File: config.mk
export PLATFORM = sky130hd
export DESIGN_NAME = f1_start_controller
export DESIGN_NICKNAME = d
export VERILOG_FILES = /design/src/rtl/f1_pkg.sv /design/src/rtl/clktick.sv /design/src/rtl/f1_start_controller.sv
export SDC_FILE = /design/constraint.sdc
export NUM_CORES = 1
export LEC_CHECK = 0
export BUFFER_PORTS_ARGS = -buffer_cell sky130_fd_sc_hd__buf_2
export CAP_MARGIN = 20
export CORE_MARGIN = 5
export CORE_UTILIZATION = 60
export CTS_BUF_LIST = sky130_fd_sc_hd__clkbuf_8
export DETAILED_ROUTE_END_ITERATION = 6
export PLACE_DENSITY = 0.79
export SYNTH_ARGS = -nofsm -noshare
export SYNTH_HDL_FRONTEND = slang
export SYNTH_HIERARCHICAL = 1
export SYNTH_SLANG_ARGS = --single-unit
File: constraint.sdc
create_clock -name clk -period 5.17 [get_ports clk]
set_clock_uncertainty 0.2 [all_clocks]
set_input_delay 1.2925 -clock clk [delete_from_list [all_inputs] [get_ports clk]]
set_output_delay 1.2925 -clock clk [all_outputs]
set_load 0.01 [all_outputs]
File: src/rtl/f1_pkg.sv
// rtl/f1_pkg.sv - shared types and LFSR constants for the F1 start controller
package f1_pkg;

  typedef enum logic [2:0] {
    ST_IDLE,
    ST_LIGHTS,
    ST_HOLD,
    ST_RUN,
    ST_DONE,
    ST_FAULT
  } f1_state_t;

  // x^7 + x^6 + 1, shifted left with the feedback entering bit 0
  localparam int         LFSR_W      = 7;
  localparam int         LFSR_TAP_HI = 6;
  localparam int         LFSR_TAP_LO = 5;
  localparam logic [6:0] LFSR_SEED   = 7'h01;

endpackage

File: src/rtl/clktick.sv
// rtl/clktick.sv - enable-gated divider, one-cycle tick when the count reaches N-1
module clktick #(
  parameter int CNT_W = 5
) (
  input  logic             clk,
  input  logic             rst,
  input  logic             en,
  input  logic [CNT_W-1:0] N,
  output logic             tick
);

  logic [CNT_W-1:0] cnt_q;
  logic [CNT_W-1:0] cnt_d;
  logic             at_end;

  assign at_end = (cnt_q == (N - CNT_W'(1)));
  assign tick   = en & at_end;

  always_comb begin
    cnt_d = cnt_q;
    if (en) begin
      cnt_d = at_end ? '0 : cnt_q + CNT_W'(1);
    end
  end

  always_ff @(posedge clk) begin
    if (rst) begin
      cnt_q <= '0;
    end else begin
      cnt_q <= cnt_d;
    end
  end

endmodule

File: src/rtl/f1_start_controller.sv
// rtl/f1_start_controller.sv - F1 start-light sequencer with random hold and reaction timer
module f1_start_controller
  import f1_pkg::*;
#(
  parameter int WIDTH      = 8,
  parameter int TICK_DIV   = 24,
  parameter int TIME_WIDTH = 16
) (
  input  logic                  clk,
  input  logic                  rst,
  input  logic                  trigger,
  input  logic                  btn,
  output logic [WIDTH-1:0]      data_out,
  output logic [TIME_WIDTH-1:0] react_time,
  output logic                  time_valid,
  output logic                  jump_start,
  output logic                  busy
);

  localparam int CNT_W = $clog2(TICK_DIV + 1);

  f1_state_t             state_q, state_d;
  logic                  trigger_q;
  logic [LFSR_W-1:0]     lfsr_q;
  logic [LFSR_W-1:0]     hold_q, hold_d;
  logic [WIDTH-1:0]      data_q, data_d;
  logic [TIME_WIDTH-1:0] react_cnt_q, react_cnt_d;
  logic [TIME_WIDTH-1:0] react_time_q, react_time_d;
  logic                  time_valid_q, time_valid_d;
  logic                  jump_q, jump_d;
  logic                  busy_q, busy_d;

  logic start;
  logic tick;
  logic tick_en;
  logic tick_rst;
  logic all_on;
  logic idle_like;

  assign idle_like = (state_q == ST_IDLE) || (state_q == ST_DONE) || (state_q == ST_FAULT);
  assign start     = trigger & ~trigger_q & idle_like;
  assign tick_en   = (state_q == ST_LIGHTS) || (state_q == ST_HOLD);
  // Restarting clears the divider so the first light step is a full period long
  assign tick_rst  = rst | start;
  assign all_on    = &data_q;

  clktick #(
    .CNT_W(CNT_W)
  ) u_tick (
    .clk (clk),
    .rst (tick_rst),
    .en  (tick_en),
    .N   (CNT_W'(TICK_DIV)),
    .tick(tick)
  );

  always_ff @(posedge clk) begin
    if (rst) begin
      state_q      <= ST_IDLE;
      trigger_q    <= 1'b0;
      lfsr_q       <= LFSR_SEED;
      hold_q       <= '0;
      data_q       <= '0;
      react_cnt_q  <= '0;
      react_time_q <= '0;
      time_valid_q <= 1'b0;
      jump_q       <= 1'b0;
      busy_q       <= 1'b0;
    end else begin
      state_q      <= state_d;
      trigger_q    <= trigger;
      lfsr_q       <= {lfsr_q[LFSR_W-2:0], lfsr_q[LFSR_TAP_HI] ^ lfsr_q[LFSR_TAP_LO]};
      hold_q       <= hold_d;
      data_q       <= data_d;
      react_cnt_q  <= react_cnt_d;
      react_time_q <= react_time_d;
      time_valid_q <= time_valid_d;
      jump_q       <= jump_d;
      busy_q       <= busy_d;
    end
  end

  // A press in LIGHTS/HOLD outranks any tick in the same cycle
  always_comb begin
    state_d = state_q;
    case (state_q)
      ST_IDLE, ST_DONE, ST_FAULT: begin
        if (start) state_d = ST_LIGHTS;
      end
      ST_LIGHTS: begin
        if (btn)                  state_d = ST_FAULT;
        else if (tick && all_on)  state_d = ST_HOLD;
      end
      ST_HOLD: begin
        if (btn)                              state_d = ST_FAULT;
        else if (tick && hold_q == 7'd1)      state_d = ST_RUN;
      end
      ST_RUN: begin
        if (btn) state_d = ST_DONE;
      end
      default: state_d = ST_IDLE;
    endcase
  end

  always_comb begin
    data_d       = data_q;
    hold_d       = hold_q;
    react_cnt_d  = react_cnt_q;
    react_time_d = react_time_q;
    time_valid_d = time_valid_q;
    jump_d       = jump_q;
    busy_d       = busy_q;
    case (state_q)
      ST_IDLE, ST_DONE, ST_FAULT: begin
        if (start) begin
          data_d       = WIDTH'(1);
          time_valid_d = 1'b0;
          jump_d       = 1'b0;
          busy_d       = 1'b1;
        end
      end
      ST_LIGHTS, ST_HOLD: begin
        if (btn) begin
          jump_d = 1'b1;
          data_d = '0;
          busy_d = 1'b0;
        end else if (tick) begin
          if (state_q == ST_LIGHTS) begin
            if (all_on) hold_d = lfsr_q;
            else        data_d = {data_q[WIDTH-2:0], 1'b1};
          end else if (hold_q == 7'd1) begin
            data_d      = '0;
            react_cnt_d = '0;
          end else begin
            hold_d = hold_q - 7'd1;
          end
        end
      end
      ST_RUN: begin
        if (btn) begin
          react_time_d = react_cnt_q;
          time_valid_d = 1'b1;
          busy_d       = 1'b0;
        end else if (react_cnt_q != '1) begin
          react_cnt_d = react_cnt_q + TIME_WIDTH'(1);
        end
      end
      default: ;
    endcase
  end

  assign data_out   = data_q;
  assign react_time = react_time_q;
  assign time_valid = time_valid_q;
  assign jump_start = jump_q;
  assign busy       = busy_q;

endmodule

Word-level counts from Yosys, hierarchy flattened. Cells that the tools add are included.

Word-level logic and storage cells: 100. Flip-flop bits (word level): 66. Memories: 0. Bits in latches: 0. ROM bits: 0. Input bits: 4. Output and inout bits: 27. Bits in writable memories: 0.

Multipliers: 0. Add/subtract/negate cells: 3. Order comparisons: 0. Equal/unequal tests: 25. Divide/modulo/power cells: 0. Shift-type cells: 0. Bitwise operators: 7. Muxes and demuxes: 32. Reductions and logical operators: 22.

Operators by type and width (number): $mux W16 (6); $mux W8 (6); $pmux W16 S2 (1); $mux W7 (3); $ne A2 B2 Y1 const B (10); $mux W3 (6); $add A16 B1 Y16 const B (1); $ne A16 B16 Y1 const B (1); $pmux W8 S2 (1); $pmux W3 S4 (1); $reduce_and A5 Y1 (2); $reduce_and A3 Y1 (3); $ne A4 B4 Y1 const B (2); $reduce_and A8 Y1 (1); $reduce_bool A2 Y1 (4); $eq A7 B1 Y1 const B (1); $reduce_and A7 Y1 (1); $sub A7 B1 Y7 const B (1); $eq A3 B2 Y1 const B (2); $eq A3 B3 Y1 const B (2); $ne A3 B3 Y1 const B (2); $pmux W1 S2 (3); $reduce_or A3 Y1 (2); $add A5 B1 Y5 const B (1); 16 further kinds (26).

Depth between registers and ports, before layout. Gate-level depths: netlist of run 1.

Depth in word-level cells: 7. Mapped depth: 10. Mapped depth without buffers: 10.

Modules after synthesis. The synthesis of run 1 kept the hierarchy.

By module, submodules not included: f1_start_controller (instances 1, sequential area each 1221.2 µm², area an instance 2861.5 µm², cells an instance 350); clktick (instances 1, sequential area each 100.1 µm², area an instance 367.9 µm², cells an instance 41).

Worst setup path after synthesis of run 1. No wires, ideal clock.

Path type: input to register. Start: in btn. End: reg hold_q[2]. Required time: 4.838 ns. Stages on the path: 6. Setup slack: 2.159 ns. Data arrival time: 2.679 ns. Buffers on the path: 1. Library setup time: 0.132 ns. Path through: buf_2 or3b_1 a211o_1 a21bo_2 o21ai_0 a21oi_1.

Cells in the longest elaborated chain, start to end: 2.

RTL lines: start: declaration (line f1_start_controller.sv:12) `input logic btn,`; $not A1 Y1 (no source line); $reduce_and A5 Y1 (no source line); end signal: assignment (line f1_start_controller.sv:73) `hold_q <= hold_d;`; end: declaration (line f1_start_controller.sv:25) `logic [LFSR_W-1:0] hold_q, hold_d;`.

No other way between the ends. A chain may end at the register's enable or synchronous reset.

Final worst setup path of run 1.
Start: reg state_q[1]. End: reg react_cnt_q[7].

Cells in the longest elaborated chain, start to end: 5. Elaborated cells between the ends (all ways): 15. Those cells by class: eq/ne (9); mux (1); bitwise (1); reduce/logical (4).

RTL lines: start: declaration (line f1_start_controller.sv:22) `f1_state_t state_q, state_d;`; start signal: assignment (line f1_start_controller.sv:70) `state_q <= state_d;`; $eq A3 B1 Y1 / $eq A3 B2 Y1 (equally long branches) (line f1_start_controller.sv:42) `assign tick_en = (state_q == ST_LIGHTS) || (state_q == ST_HOLD);`; $logic_or A1 B1 Y1 * (line f1_start_controller.sv:42); $and A1 B1 Y1 * (line clktick.sv:17) `assign tick = en & at_end;`; named net tick (line f1_start_controller.sv:34) `logic tick;`; $ne A2 B2 Y1 (no source line) *; $reduce_and A7 Y1 (no source line) *; end signal: assignment (line f1_start_controller.sv:75) `react_cnt_q <= react_cnt_d;`; end: declaration (line f1_start_controller.sv:27) `logic [TIME_WIDTH-1:0] react_cnt_q, react_cnt_d;`.

The timed path passes the listed nets; every way through them passes the cells marked *.

==> out/qor.csv, run 1 <==
stage,metric,value,unit
global_route,GRT Total Usage,20.7,%
setup_path,"Max stage delay cell, worst path",dfxtp_1,
placement,count of buffers from port buffering,30,
finish,area of the multi-input gates,1820,sq um
synthesis,"area leader, netlist",dfxtp_1,
pwr,Pwr Density,295,nW/um^2
timing,Fmax,284,MHz
finish,layout cells sized above 1,13.7,%
floorplan,die extent in x,83.4,microns
detailed_routing,initial DRC count,221,
job,Max-cap violations,0,
synthesis,Adder-Cell Fraction of Synth Area,1.94,%
global_route,largest net degree at the start of global routing,53,
setup_path,Register-to-Register Setup Slack,1.65,ns
setup_path,startpoint type of the worst setup path,flip-flop,
finish,Reg area,1320,sq um
timing,Slew @ Worst Pin,0.645,ns
setup_path,kind of critical path,reg2reg,
synthesis,portion of netlist area occupied by mux cells,2.17,%
synthesis,"flops & latches, synth",66,
clock_tree,CTS tree,built,
clock_tree,clk buf depth,2,
hold_path,Hold Crit Class,reg2reg,
global_route,vias in the first global route,2590,
finish,Area Overhead vs Synth,12.1,%
global_route,initial antenna violation count,0,
synthesis,largest family of logic cells by synthesized area,simple AND/OR/NAND/NOR gates,
floorplan,core area,5170,sq um
clock_tree,"Hold-fix buffers, CTS",0,
detailed_routing,Post-DRT Antenna Nets,0,
clock_tree,H-tree Lvls,3,
setup_path,Worst setup EP type,flip-flop,
placement,GPL Wtd Cong,0.888,
synthesis,Mean Syn Cell Area,8.26,sq um
finish,# diodes,0,
run_status,status,completed,
floorplan,IO Pins,31,
synthesis,Synth area leaders,"dfxtp_1 (41%), nand2_1 (6.3%), a21oi_1 (5.9%), nor2_1 (4.2%), mux2i_1 (2.2%)",
detailed_routing,WL per Instance,14.1,microns
global_route,total gr overflow,0,
clock_tree,setup repair bufs after CTS,0,
timing,fin crit share,68.1,%
setup_path,critical path's largest stage delay,0.64,ns
timing,minimum clock period,3.52,ns
synthesis,Unique masters post-synth,58,
synthesis,Yosys Warn Count,6,
synthesis,Post-synth EDFFs,0,
timing,Fin Setup TNS,0,ns
timing,RSZ-0062 raised after global routing,false,
clock_tree,Clock Latency Late Sink,0.34,ns
clock_tree,clk slew on worst S/H paths,0.07,ns
clock_tree,clk sink count,66,
synthesis,Compound-Gate Fraction of Synth Area,21.2,%
floorplan,die height,83.4,microns
clock_tree,Root Driver,clkbuf_8,
timing,Final Hold Viols,0,
setup_path,CP cell instances,xnor2_1 > nor2_1 > inv_1 > a2111oi_4 > a31oi_1 > or2_1 > o311ai_0 > o31ai_1,
detailed_routing,final wirelength,7.06,mm
clock_tree,cts repair resizes,0,
timing,hold slack,0.250,ns
setup_path,WP buf/inv,1,
synthesis,cell area after synthesis,3230,sq um
timing,setup-violating endpoint count in the final report,0,
clock_tree,Num CTS Buffers,9,
floorplan,die area,6950,sq um
setup_path,Required @ worst endpoint,5.18,ns
placement,hpwl dp,4.77,mm
finish,# fillers,453,
finish,# nets final,436,
setup_path,cell family with most CP delay,compound AO/OA/AOI/OAI gates,
synthesis,Synth Area in Simple Gates,26.6,%
synthesis,Synth Area in XOR/XNOR,2.71,%
synthesis,Synth Flop Type,dfxtp_1,
setup_path,CP Data Arrival Time,3.52,ns
detailed_routing,drt drc,0,
setup_path,Worst Path Max Fanout,14,
pwr,maximum vdd drop,0.228,mV
synthesis,register area share after synthesis,40.9,%
floorplan,Initial Utilization,62.4,%
detailed_routing,via count,2874,
timing,Final Slew Violations,0,
global_route,first-pass GRT wire length,12.0,mm
synthesis,Synth Instances,391,
synthesis,Post-synth ARST share,0,%
synthesis,post-synth top area share,40.9,%
pwr,Leak Pwr,1.35,nW
floorplan,placement row count,26,
detailed_routing,DR pass1 iterations,5,
detailed_routing,Avg Vias per Cell,5.74,
timing,slew margin rel.,57.0,%
[routing by layer]
layer,part of all wire [%],routed length [microns],global-route usage (%)
met2,44,3140,31.4
met4,1.5,105,7.58
met3,6.8,477,3.86
met1,47,3340,29.1
met5,0,0,0
[worst paths after layout]
kind	start	end	cells after the start
setup / recovery	state_q[1]	react_cnt_q[7]	8
hold / removal	react_time[4]	react_time[4]	2
setup reg to reg	state_q[1]	react_cnt_q[7]	8
hold reg to reg	react_time[4]	react_time[4]	2
[final cells by class]
type                            count  area share, %
Inverter                           13           1.35
Clock buffer                       11           4.18
Multi-Input combinational cell    304           50.2
Tap cell                           70           2.42
Timing Repair Buffer               33           4.87
Sequential cell                    66           36.5
Clock inverter                      4          0.518
[placed cells by master, fill, tap and decap left out, types with 7 or more instances in the layout]
| cell | instances |
|---|---|
| a21oi_1 | 38 |
| a31oi_1 | 7 |
| and2_1 | 9 |
| buf_2 | 30 |
| clkbuf_8 | 11 |
| conb_1 | 14 |
| dfxtp_1 | 66 |
| inv_1 | 13 |
| mux2i_1 | 7 |
| nand2_1 | 54 |
| nand3_1 | 12 |
| nand4_1 | 8 |
| nor2_1 | 36 |
| nor2b_1 | 11 |
| nor3_1 | 9 |
| o21ai_0 | 13 |
| o31ai_1 | 7 |
[tightest hold or removal path: cells and delay by family (launching register included)]
kind,cells,cell delay (ns)
AOI/OAI and AO/OA,1,0.05
DFF,1,0.31
and+or+nand+nor,1,0.05
[cell families after synthesis]
| family | count (synthesis) |
|---|---|
| simple gates | 169 |
| other cells | 2 |
| mux | 7 |
| buf+inv | 33 |
| compound gates | 99 |
| flops | 66 |
| xor+xnor | 10 |
| fa+ha+maj | 5 |
[report_power, final]
| part | internal, W | switching, W | leakage [nW] | total (W) |
|---|---|---|---|---|
| Combinational | 0.0000588 | 0.0000908 | 0.722 | 0.000150 |
| Sequential | 0.000522 | 0.0000209 | 0.534 | 0.000543 |
| Clock | 0.000193 | 0.000183 | 0.0961 | 0.000377 |
[through the flow]
step | worst slack (ns) | power [W] | cells | utilization [%] | instance area, sq um
finish | 1.65 | 0.00107 | 501 | 70.0 | 3620
global route | 1.33 | 0.00112 | 501 | 70.0 | 3620
CTS | 1.75 | 0.00107 | 500 | 69.8 | 3610
detailed placement | 1.78 | 0.000696 | 485 | 66.5 | 3440
global placement | 1.95 | 0.000693 | 485 | 66.5 | 3440
floorplan | 2.16 | 0.000670 | 403 | - | 3270
[synthesized netlist by cell type, drive strengths merged (2+ instances only)]
cell / instances
nand2b: 6
o31ai: 7
o21ai: 14
nor4: 2
o211ai: 2
nor3: 10
nand4: 8
or3: 4
nor2b: 11
nand2: 54
and4: 2
ha: 5
xor2: 5
a31oi: 7
nand3: 12
conb: 2
mux2i: 7
o311ai: 6
xnor2: 5
inv: 12
nor4b: 2
and2: 9
clkbuf: 11
a311oi: 4
and3: 3
buf: 9
nor2: 36
nor3b: 3
or4: 2
a211oi: 8
a21oi: 39
dfxtp: 66
[state kept, by name, summed over array words and instances (netlist names)]
| register | cells |
|---|---|
| data_out | 8 |
| busy | 1 |
| react_time | 16 |
| u_tick/cnt_q | 5 |
| state_q | 3 |
| time_valid | 1 |
| react_cnt_q | 16 |
| jump_start | 1 |
| hold_q | 7 |
| lfsr_q | 7 |
| trigger_q | 1 |
Power figures use the tool's default switching activity.
==> inputs of run 2 (changes only) <==
Settings changed: ABC_AREA set to 1, PLACE_DENSITY 0.79 to 0.78.
Clock period 5.17 ns to 3.6 ns, I/O delays scaled along.
==> out/qor.csv, run 2 <==
stage,metric,value,unit
run_status,status,completed,
clock_tree,Root Driver,clkbuf_8,
global_route,busiest grt layer,met2,
clock_tree,"Hold-fix buffers, CTS",0,
finish,Reg area,1320,sq um
placement,Place WS,1.05,ns
floorplan,Initial Utilization,61.0,%
finish,layout cells sized above 1,12.6,%
synthesis,Unique masters post-synth,34,
finish,# fillers,539,
timing,RSZ-0062 raised after global routing,false,
clock_tree,H-tree Lvls,3,
setup_path,Worst setup EP type,flip-flop,
synthesis,post-synth top area share,36.8,%
synthesis,Mean Syn Cell Area,6.29,sq um
clock_tree,Clock Latency Late Sink,0.35,ns
finish,# nets final,617,
clock_tree,CTS tree,built,
synthesis,Post-synth ARST share,0,%
job,Max-cap violations,0,
clock_tree,clk sink count,66,
synthesis,Adder-Cell Fraction of Synth Area,1.74,%
pwr,Pwr Density,656,nW/um^2
setup_path,CP Data Arrival Time,2.66,ns
detailed_routing,DR pass1 iterations,6,
synthesis,most common cell in the netlist,nand2_1,
setup_path,Required @ worst endpoint,3.69,ns
clock_tree,Num CTS Buffers,9,
placement,hpwl dp,5.87,mm
synthesis,Post-synth top cells,"nand2_1 (167), nor2_1 (96), dfxtp_1 (66)",
synthesis,Post-synth EDFFs,0,
pwr,total power,0.00264,W
clock_tree,clk buf depth,2,
synthesis,Compound-Gate Fraction of Synth Area,9.72,%
global_route,first-pass GRT wire length,14.1,mm
timing,Slew @ Worst Pin,0.840,ns
synthesis,register area share after synthesis,36.8,%
synthesis,Synth Area in XOR/XNOR,0.488,%
finish,most frequent cells in the layout,"nand2_1 (167), nor2_1 (96), dfxtp_1 (66)",
detailed_routing,initial DRC count,317,
global_route,met3 usage,5.68,%
finish,# diodes,0,
floorplan,placement row count,28,
timing,Final Slew Violations,0,
detailed_routing,via count,3572,
placement,count of buffers from port buffering,30,
detailed_routing,WL per Instance,12.1,microns
floorplan,die height,87.4,microns
global_route,vias in the first global route,3287,
timing,minimum clock period,2.57,ns
synthesis,cell area after synthesis,3590,sq um
finish,area of the multi-input gates,1960,sq um
synthesis,Synth Flop Type,dfxtp_1,
global_route,GRT Total Usage,22.8,%
timing,slew margin rel.,43.4,%
finish,final core utilization,68.5,%
setup_path,startpoint type of the worst setup path,flip-flop,
synthesis,Yosys Warn Count,6,
timing,Setup WS post-layout,1.03,ns
synthesis,Synth area leaders,"dfxtp_1 (37%), nand2_1 (17%), nor2_1 (10%), nand3_1 (7.8%), inv_1 (6.3%)",
timing,fin crit share,71.5,%
global_route,largest net degree at the start of global routing,32,
detailed_routing,drt drc,0,
timing,hold slack,0.231,ns
global_route,initial antenna violation count,0,
finish,"commonest non-fill, non-tap cell in the layout",nand2_1,
detailed_routing,final wirelength,8.32,mm
timing,Fin Setup TNS,0,ns
global_route,routing usage on met1,27.7,%
timing,Final Hold Viols,0,
global_route,total gr overflow,0,
setup_path,Worst Path Max Fanout,15,
detailed_routing,Post-DRT Antenna Nets,0,
floorplan,IO Pins,31,
synthesis,"flops & latches, synth",66,
pwr,Leak Pwr,1.84,nW
synthesis,largest family of logic cells by synthesized area,simple AND/OR/NAND/NOR gates,
clock_tree,clk slew on worst S/H paths,0.07,ns
hold_path,Hold Crit Class,reg2reg,
synthesis,"area leader, netlist",dfxtp_1,
timing,setup-violating endpoint count in the final report,0,
clock_tree,setup repair bufs after CTS,0,
finish,Area Overhead vs Synth,12.2,%
synthesis,portion of netlist area occupied by mux cells,0,%
floorplan,core area,5890,sq um
placement,GPL Wtd Cong,0.886,
floorplan,die area,7630,sq um
clock_tree,cts repair resizes,0,
pwr,maximum vdd drop,0.423,mV
floorplan,die extent in x,87.4,microns
synthesis,Synth Area in Simple Gates,41.6,%
global_route,GR Util met2,38.8,%
setup_path,kind of critical path,reg2reg,
timing,Fmax,388,MHz
detailed_routing,Avg Vias per Cell,5.19,
synthesis,Synth Instances,571,
[run 2: cell count changes after synthesis, moves of 8 or more]
cell / delta
nand2_2: +8
and2_1: -9
nor2b_1: -11
nor2_1: +60
nand3_1: +44
inv_1: +48
nand2_1: +113
[run 2: per-stage QoR]
stage,area (sq um),std cells
floorplan,3620,580
global placement,3810,672
detailed placement,3810,672
CTS,4030,688
global route,4030,688
finish,4030,688
[run 2: cell families after synthesis]
kind of cell | after synthesis
compound gates | 66
xor+xnor | 2
fa+ha+maj | 5
buf+inv | 84
flops | 66
other cells | 2
simple gates | 346
[run 2: path summary, 6_finish.rpt]
kind	startpoint	to	slack, ns	cells past startpoint
min reg2reg	lfsr_q[1]	lfsr_q[2]	0.23	2
min	lfsr_q[1]	lfsr_q[2]	0.23	2
max	state_q[1]	react_cnt_q[11]	1.03	13
max reg2reg	state_q[1]	react_cnt_q[11]	1.03	13
[run 2: worst max-delay path: stages (launching register included)]
cell and delay, ns:
dfxtp_1 0.40, inv_2 0.13, nand3_2 0.24, nand2_4 0.22, inv_1 0.12, nor2_1 0.30, nand2_1 0.09, nand2_1 0.09
nand2_2 0.09, nor2_8 0.22, nand2_4 0.17, inv_2 0.11, nor2_1 0.04, nor2_1 0.10
[run 2: power by group]
group	total, W	switching (W)	internal (W)
registers	0.000965	0.000126	0.000839
logic	0.000986	0.000674	0.000312
clock network	0.000690	0.000286	0.000404
[run 2: cell type report]
cell class / instances / share of cell area [%]
multi-input combinational: 430 / 48.7
sequential: 66 / 32.8
inverter: 68 / 6.40
timing repair buffer: 33 / 4.29
clock buffer: 10 / 3.42
tap: 75 / 2.33
clock inverter: 6 / 2.05
[run 2: per-layer routing]
layer / routed length, microns / up-vias
met1: 3770 / 1601
met3: 536 / 11
met5: 0 / -
li1: - / 1849
met4: 109 / 0
met2: 3910 / 111
==> inputs of run 3 (changes only) <==
Clock period 3.6 ns to 2.6 ns, I/O delays scaled along.
==> out/qor.csv, run 3 (same netlist as run 2, synthesis figures left out) <==
stage,metric,value,unit
detailed_routing,drt drc,0,
global_route,vias in the first global route,3137,
clock_tree,Num CTS Buffers,9,
timing,Final Hold Viols,0,
global_route,initial antenna violation count,0,
clock_tree,clk slew on worst S/H paths,0.07,ns
placement,hpwl dp,5.74,mm
setup_path,CP Data Arrival Time,2.40,ns
placement,count of buffers from port buffering,30,
clock_tree,clk sink count,66,
hold_path,Hold Crit Class,reg2reg,
finish,Area Overhead vs Synth,12.8,%
setup_path,Worst setup EP type,flip-flop,
hold_path,WHS Path Cells,2,
floorplan,Initial Utilization,61.0,%
timing,Fin Setup TNS,0,ns
finish,final core utilization,68.8,%
setup_path,startpoint type of the worst setup path,flip-flop,
pwr,Leak Pwr,1.86,nW
timing,hold slack,0.228,ns
placement,Place WS,0.301,ns
hold_path,hold_sp,lfsr_q[1],
finish,area of the multi-input gates,1960,sq um
detailed_routing,initial DRC count,417,
global_route,largest net degree at the start of global routing,32,
clock_tree,Root Driver,clkbuf_8,
timing,Final Slew Violations,0,
job,Max-cap violations,0,
pwr,maximum vdd drop,0.452,mV
clock_tree,clk buf depth,2,
floorplan,die height,87.4,microns
clock_tree,CTS tree,built,
detailed_routing,via count,3552,
timing,RSZ-0062 raised after global routing,false,
setup_path,"Top cell by count, worst path",nor2_1,
clock_tree,Clock Latency Late Sink,0.34,ns
global_route,first-pass GRT wire length,14.1,mm
finish,"commonest non-fill, non-tap cell in the layout",nand2_1,
finish,# fillers,511,
finish,Reg area,1320,sq um
setup_path,Worst Path Max Fanout,15,
floorplan,core area,5890,sq um
detailed_routing,DR pass1 iterations,5,
setup_path,R2R Path End,react_cnt_q[0],
setup_path,"Max stage delay cell, worst path",dfxtp_1,
timing,setup-violating endpoint count in the final report,0,
clock_tree,"Hold-fix buffers, CTS",0,
timing,Setup WS post-layout,0.263,ns
pwr,Pwr Density,891,nW/um^2
timing,Fmax,428,MHz
timing,fin crit share,89.9,%
setup_path,CP cell instances,nand3_2 > nand2_4 > inv_1 > nor2_1 > nand2_1 > nand2_1 > nand2_2 > nor2_8 > nand2_4 > inv_2 > nor2_1 > nor2_1,
clock_tree,setup repair bufs after CTS,0,
timing,minimum clock period,2.34,ns
detailed_routing,final wirelength,8.21,mm
floorplan,IO Pins,31,
clock_tree,H-tree Lvls,3,
global_route,total gr overflow,0,
finish,layout cells sized above 1,13.4,%
setup_path,kind of critical path,reg2reg,
detailed_routing,Post-DRT Antenna Nets,0,
setup_path,Required @ worst endpoint,2.67,ns
setup_path,critical path's largest stage delay,0.49,ns
setup_path,Register-to-Register Setup Slack,0.26,ns
finish,# nets final,622,
floorplan,die extent in x,87.4,microns
floorplan,die area,7630,sq um
global_route,GRT Total Usage,23.0,%
setup_path,Critical R2R Launch,state_q[1],
setup_path,worst r2r path cells,12,
detailed_routing,Avg Vias per Cell,5.13,
floorplan,placement row count,28,
clock_tree,cts repair resizes,0,
finish,most frequent cells in the layout,"nand2_1 (167), nor2_1 (96), dfxtp_1 (66)",
run_status,status,completed,
hold_path,Hold EP,lfsr_q[2],
finish,# diodes,0,
placement,GPL Wtd Cong,0.897,
detailed_routing,WL per Instance,11.8,microns
run 3: cell count changes in the layout (fill, tap and decap cells not counted), sizes merged:
cell | previous run | this run
inv | 70 | 69
clkinv | 0 | 1
bufinv | 2 | 1
clkbuf | 10 | 11
buf | 33 | 38
run 3: per-layer routing:
| metal | global-route usage, % | vias to the layer above | routed length [microns] |
|---|---|---|---|
| met2 | 35.6 | 130 | 3690 |
| met3 | 5.87 | 11 | 511 |
| met4 | 5.44 | 0 | 88 |
| met5 | 0 | - | 0 |
| li1 | - | 1862 | - |
| met1 | 32.1 | 1549 | 3920 |
run 3: stage by stage:
stage          std cells  instance area (sq um)  power [W]
6_report             693                   4050    0.00361
3_5_place_dp         677                   3850    0.00273
2_1_floorplan        580                   3620    0.00248
3_3_place_gp         677                   3850    0.00267
4_1_cts              693                   4050    0.00361
5_1_grt              693                   4050    0.00391
run 3: how the worst max path moves through the flow:
stage	start	end	slack [ns]	depth (start not counted)
3_5_place_dp	state_q[1]	react_cnt_q[0]	0.30	12
3_3_place_gp	state_q[1]	react_cnt_q[11]	0.40	12
4_1_cts	state_q[1]	react_cnt_q[0]	0.28	12
2_1_floorplan	state_q[1]	react_cnt_q[14]	0.48	12
5_1_grt	u_tick/cnt_q[0]	react_cnt_q[0]	0.06	16
6_report	state_q[1]	react_cnt_q[0]	0.26	12
run 3: cell type report:
cell class / count / share of cell area (%)
sequential: 66 / 32.6
timing repair buffer: 38 / 5.19
tap: 75 / 2.32
clock inverter: 5 / 1.33
multi-input combinational: 430 / 48.5
inverter: 68 / 6.36
clock buffer: 11 / 3.74
run 3: power by group:
group	leakage (nW)	switching, W	internal [W]
sequential	0.536	0.000173	0.00116
combinational	1.22	0.000936	0.000452
clock	0.103	0.000396	0.000490
run 3: worst max-delay path, delay by kind of cell (launching register included):
| kind | cells | cell delay [ns] |
|---|---|---|
| buffers and inverters | 2 | 0.24 |
| DFF | 1 | 0.49 |
| and+or+nand+nor | 10 | 1.34 |
